## src/rtl/key_debounce_multi.sv

```systemverilog
// Multi-channel key debouncer: 2-flop synchroniser, restart-on-bounce filter, press/release pulses.
// Optional long-press auto-repeat is compiled in with `define KEY_REPEAT_EN.
module key_debounce_multi #(
   parameter int unsigned N_KEYS          = 4,
   parameter int unsigned DEBOUNCE_CYCLES = 1000,
   parameter int unsigned CNT_W           = 21,
   parameter int unsigned ACTIVE_LOW      = 1,
   parameter int unsigned HOLD_CYCLES     = 50_000_000,
   parameter int unsigned REPEAT_CYCLES   = 10_000_000
) (
   input  logic              clk,
   input  logic              key_reset,
   input  logic [N_KEYS-1:0] key_in,
   output logic [N_KEYS-1:0] key_level,
   output logic [N_KEYS-1:0] key_press,
   output logic [N_KEYS-1:0] key_release,
   output logic [N_KEYS-1:0] key_repeat
);

   typedef enum logic {IDLE, CHECK} state_e;

   localparam logic [CNT_W-1:0] CNT_LAST = CNT_W'(DEBOUNCE_CYCLES - 1);

   if (DEBOUNCE_CYCLES < 2 || 64'(DEBOUNCE_CYCLES) > (64'd1 << CNT_W) ||
       REPEAT_CYCLES < 1 || REPEAT_CYCLES > HOLD_CYCLES) begin : g_bad_param
      $error("key_debounce_multi: illegal parameter combination");
   end

   logic [N_KEYS-1:0] norm_c;
   logic [N_KEYS-1:0] sync1_q, sync2_q;
   state_e            state_q [N_KEYS];
   state_e            state_d [N_KEYS];
   logic [CNT_W-1:0]  cnt_q   [N_KEYS];
   logic [CNT_W-1:0]  cnt_d   [N_KEYS];
   logic [N_KEYS-1:0] level_q, level_d;
   logic [N_KEYS-1:0] press_q, press_d;
   logic [N_KEYS-1:0] release_q, release_d;

   assign norm_c = (ACTIVE_LOW != 0) ? ~key_in : key_in;

   // Synchroniser; resets to the released value
   always_ff @(posedge clk or negedge key_reset) begin
      if (!key_reset) begin
         sync1_q <= '0;
         sync2_q <= '0;
      end else begin
         sync1_q <= norm_c;
         sync2_q <= sync1_q;
      end
   end

   always_ff @(posedge clk or negedge key_reset) begin
      if (!key_reset) begin
         for (int i = 0; i < N_KEYS; i++) begin
            state_q[i] <= IDLE;
            cnt_q[i]   <= '0;
         end
         level_q   <= '0;
         press_q   <= '0;
         release_q <= '0;
      end else begin
         state_q   <= state_d;
         cnt_q     <= cnt_d;
         level_q   <= level_d;
         press_q   <= press_d;
         release_q <= release_d;
      end
   end

   // Per-channel filter: any sample equal to the current level during CHECK restarts the window
   always_comb begin
      state_d   = state_q;
      cnt_d     = cnt_q;
      level_d   = level_q;
      press_d   = '0;
      release_d = '0;
      for (int i = 0; i < N_KEYS; i++) begin
         case (state_q[i])
            IDLE: begin
               cnt_d[i] = '0;
               if (sync2_q[i] != level_q[i]) state_d[i] = CHECK;
            end
            CHECK: begin
               if (sync2_q[i] == level_q[i]) begin
                  state_d[i] = IDLE;
                  cnt_d[i]   = '0;
               end else if (cnt_q[i] == CNT_LAST) begin
                  level_d[i]   = sync2_q[i];
                  press_d[i]   = sync2_q[i];
                  release_d[i] = ~sync2_q[i];
                  state_d[i]   = IDLE;
                  cnt_d[i]     = '0;
               end else begin
                  cnt_d[i] = cnt_q[i] + CNT_W'(1);
               end
            end
            default: begin
               state_d[i] = IDLE;
               cnt_d[i]   = '0;
            end
         endcase
      end
   end

   assign key_level   = level_q;
   assign key_press   = press_q;
   assign key_release = release_q;

`ifdef KEY_REPEAT_EN
   localparam int unsigned HOLD_W = $clog2(HOLD_CYCLES + 1);

   logic [HOLD_W-1:0] hold_q [N_KEYS];
   logic [HOLD_W-1:0] hold_d [N_KEYS];
   logic [N_KEYS-1:0] repeat_q, repeat_d;

   // Hold counter tracks the debounced level; reloading keeps the REPEAT_CYCLES cadence
   always_comb begin
      repeat_d = '0;
      for (int i = 0; i < N_KEYS; i++) begin
         hold_d[i] = '0;
         if (level_q[i]) begin
            if (hold_q[i] == HOLD_W'(HOLD_CYCLES - 1)) begin
               hold_d[i]   = HOLD_W'(HOLD_CYCLES - REPEAT_CYCLES);
               repeat_d[i] = ~release_d[i];
            end else begin
               hold_d[i] = hold_q[i] + HOLD_W'(1);
            end
         end
      end
   end

   always_ff @(posedge clk or negedge key_reset) begin
      if (!key_reset) begin
         for (int i = 0; i < N_KEYS; i++) hold_q[i] <= '0;
         repeat_q <= '0;
      end else begin
         hold_q   <= hold_d;
         repeat_q <= repeat_d;
      end
   end

   assign key_repeat = repeat_q;
`else
   assign key_repeat = '0;
`endif

endmodule
```

## config.mk

```make
export PLATFORM = sky130hd
export DESIGN_NAME = key_debounce_multi
export DESIGN_NICKNAME = d
export VERILOG_FILES = /design/src/rtl/key_debounce_multi.sv
export SDC_FILE = /design/constraint.sdc
export NUM_CORES = 1
export LEC_CHECK = 0
export BUFFER_PORTS_ARGS = -buffer_cell sky130_fd_sc_hd__clkbuf_2
export CAP_MARGIN = 20
export CORE_UTILIZATION = 61
export DETAILED_ROUTE_END_ITERATION = 10
export PLACE_DENSITY = 0.84
export SYNTH_ARGS = -nofsm -noshare
export SYNTH_HDL_FRONTEND = slang
export SYNTH_SLANG_ARGS = --single-unit
```

## constraint.sdc

```tcl
create_clock -name clk -period 2.4 [get_ports clk]
set_input_delay 0.12 -clock clk [delete_from_list [all_inputs] [get_ports clk]]
set_output_delay 0.12 -clock clk [all_outputs]
set_load 0.1 [all_outputs]
```

Word-level counts from Yosys, hierarchy flattened
Cells that the tools add are included.

Register bits after elaboration: 108. RAM bits: 0. Logic and storage cells: 101. Memory bits (read-only): 0. Bits in latches: 0. Memories: 0.

$add $sub $neg: 4. Shifts and indexed selects: 0. Multiplexer cells: 52. Equal/unequal tests: 12. Reductions and logical operators: 4. Bitwise gates (word level): 13. Divide/modulo/power cells: 0. Order comparisons: 0. Multipliers: 0.

Operators with widths (count): 21-bit two-way mux (8); 21-bit one-hot mux with 2 select lines (4); 21-bit by 1-bit adder with 21-bit output, second input constant (4); 21-bit by 10-bit == test with 1-bit output, second input constant (4); 1-bit two-way mux (36); 1-bit inverter (12); 3-bit AND reduction (4); 1-bit one-hot mux with 2 select lines (4); 1-bit == test (4); 1-bit != test (4); 4-bit inverter (1).

Logic depth before layout (Yosys ltp)
Word-level depth: 4. Gate-level depth with buffers: 6. Depth with buffers taken out: 5.

Worst setup path after synthesis
OpenSTA, ideal clock, no wires.

Path type: register to register. Start: register cnt_q[21] (netlist name). End: register cnt_q[41] (netlist name). Required time: 2.323 ns. Data arrival time: 1.804 ns. Slack: 0.518 ns. Stages on the path, launching flop included: 6. Clock period less this slack: 1.882 ns. Library setup time: 0.077 ns. Cells stage by stage: dfrtp_1 ha_1 nand4_4 or4_4 or3_1 a21oi_1.

RTL lines: from (decl) (RTL line 33) `logic [CNT_W-1:0] cnt_q [N_KEYS];`; from (signal assigned) (RTL line 63) `cnt_q <= cnt_d;`.

==> reports/qor.yml <==
floorplan:
  rows: 33
  core-area_um2: 8220
  floorplan.initialDensity: 0.630
  dieArea_um2: 8850
  die_y_um: 94.1
  die_w_um: 94.1
  ios: 22
hold_path:
  hp-class: "input port to async pin"
place:
  dp.cells: 633
  io_buffers: 17
  gp_congestion: 0.837
  place_ws_ns: 0.379
  hpwl_um: 6290
finish:
  finish.net_count: 554
  fin_cells: 654
  area_growth_pct: 8.97
  diodes: 0
  drive_gt1_frac: 0.120
  regArea_um2: 2700
  multi_input_area_um2: 2320
  nFillCells: 619
logic_synthesis:
  yosys.cell_types.count: 39
  syn_inst: 517
  synth_area_um2: 5170
  post-synth-top-area-cell: "dfrtp_1"
  ys_ff_latch: 108
  synth_warnings: 0
  synthTopCellsByArea: "dfrtp_1 52%, xnor2_1 7.3%, nor2_1 5.9%"
  synth_edf_count: 0
  avgSynthCellArea_um2: 10.0
  async_flop_share: 1.00
  ys.flop_type: "dfrtp_1"
  yosysTopAreaCellShare: 0.522
  ys_seq_area_frac: 0.522
global_routing:
  grt_pass1_vias: 3614
  grt_pass1_wl_um: 16000
  antenna_found_initial: 0
  grt.overflow.total: 0
  grt_usage: 0.229
  grt_max_degree: 58
timing:
  setup_viol: 0
  slew-limit-headroom: 0.549
  tns_ns: 0
  clock.fmax_mhz: 486
  max_slew.worst_pin.slew_ns: 0.670
  rsz0062_at_grt: "false"
  slew_violations: 0
  fin_ws_ns: 0.343
  finalHoldViolCount: 0
  final.min_clock_period_ns: 2.06
  period_share: 0.857
  finalClockSkew_ns: 0.00656
clock_network:
  ctsRootBufferMaster: "clkbuf_8"
  cts_resized: 0
  cts.sinks: 108
  insertion_delay_ns: 0.36
  cts-htree-levels: 3
  cts_tree: "yes"
  cts_max_path_buffers: 2
  clk_pin_slew_ns: 0.10
  cts_made_buffers: 9
critical_path:
  critical_path_class: "register to register"
  required_ns: 2.68
  start_kind: "register"
  end_kind: "register"
  arrival_ns: 2.33
  reg2reg_depth: 5
  cp_max_fo: 6
run_status:
  outcome: "completed"
power:
  max-vdd-ir-drop_uv: 383
  powerDensity_nw_per_um2: 552
  p_leak_nw: 2.26
job:
  maxCapViolations: 0
drt:
  drtPass1Iterations: 4
  wl_per_cell_um: 13.8
  drt-initial-drc-count: 155
  antenna_left: 0
  drt_wl_total_um: 9030
  viasPerCell: 5.75
  drc: 0
  vias: 3758
==> repair_timing <==
item	CTS	global route
hold buffers	5	0
setup endpoints to repair	0	0
endpoints found under the hold margin	31	0
buffers inserted	0	0
==> path summary, 6_finish.rpt <==
kind	from	endpoint	slack, ns
setup / recovery	cnt_q[21]$_DFF_PN0_	cnt_q[41]$_DFF_PN0_	0.34
hold / removal	key_reset	cnt_q[76]$_DFF_PN0_	0.22
setup reg to reg	cnt_q[21]$_DFF_PN0_	cnt_q[41]$_DFF_PN0_	0.34
hold reg to reg	sync1_q[0]$_DFF_PN0_	sync2_q[0]$_DFF_PN0_	0.36
max in group asynchronous	key_reset	cnt_q[10]$_DFF_PN0_	1.55
min in group clk	sync1_q[0]$_DFF_PN0_	sync2_q[0]$_DFF_PN0_	0.36
==> final cells by class <==
cell class | count | area share
clock buffer | 10 | 0.0244
clock inverter | 6 | 0.0129
inverter | 20 | 0.0133
multi-input combinational | 377 | 0.412
sequential | 108 | 0.479
tap | 105 | 0.0233
timing repair buffer | 28 | 0.0346
==> per-stage QoR <==
stage | hold slack, ns | utilization | instance area, µm² | power (mW)
floorplan | -0.176 | - | 5180 | 1.95
global placement | 0.0711 | 0.654 | 5380 | 2.00
detailed placement | 0.0744 | 0.654 | 5380 | 2.00
CTS | 0.226 | 0.686 | 5640 | 3.15
global route | 0.250 | 0.686 | 5640 | 3.24
finish | 0.218 | 0.686 | 5640 | 3.11
==> cell usage after synthesis (all sizes together), types with 3 or more instances <==
master	number
dfrtp	108
nor2	82
xnor2	43
nand2	32
nand3	29
a21oi	24
nand4	22
inv	20
o21ai	20
nor4	19
or4	18
or3	17
buf	13
xor2	13
nor3	10
nor3b	8
nand4b	6
and2	5
ha	4
mux2	4
a21o	3
o31ai	3
==> worst max-delay path, stage by stage, from the launching register on <==
cell and delay [ns]:
dfrtp_1 0.42, ha_1 0.29, nand4_4 0.16, or4_4 0.58, or3_1 0.37, a21oi_1 0.17
==> cell families after synthesis <==
group           Yosys count  synth area share
flops                   108             0.522
other cells               1          0.000725
simple gates            257             0.278
fa+ha+maj                 4           0.00967
xor+xnor                 56            0.0948
compound gates           52            0.0554
buf+inv                  35            0.0307
mux                       4           0.00871
==> layout by cell type (no fill, tap or decap), drive strengths merged, types with 8 or more instances in the layout <==
master  count
a21oi      24
clkbuf     26
dfrtp     108
inv        21
nand2      32
nand3      29
nand4      22
nor2       82
nor3       10
nor3b       8
nor4       19
o21ai      20
or3        17
or4        18
xnor2      43
xor2       13
==> report_power, final <==
group / internal, mW / switching (mW)
sequential: 1.83 / 0.0130
combinational: 0.0298 / 0.0942
clock: 0.523 / 0.616
==> metal layers <==
metal	part of all wire	GRT usage	vias to the layer above
met2	0.49	0.385	65
met4	0.012	0.0692	0
met5	0	0	-
met1	0.47	0.299	1821
met3	0.031	0.0477	12
li1	-	-	1860
==> state kept, by name (all words and copies together) (netlist names) <==
signal	flops
key_level	4
cnt_q	84
key_release	4
sync2_q	4
key_press	4
sync1_q	4
state_q	4
Note: power is estimated with default switching activity, not from simulation.
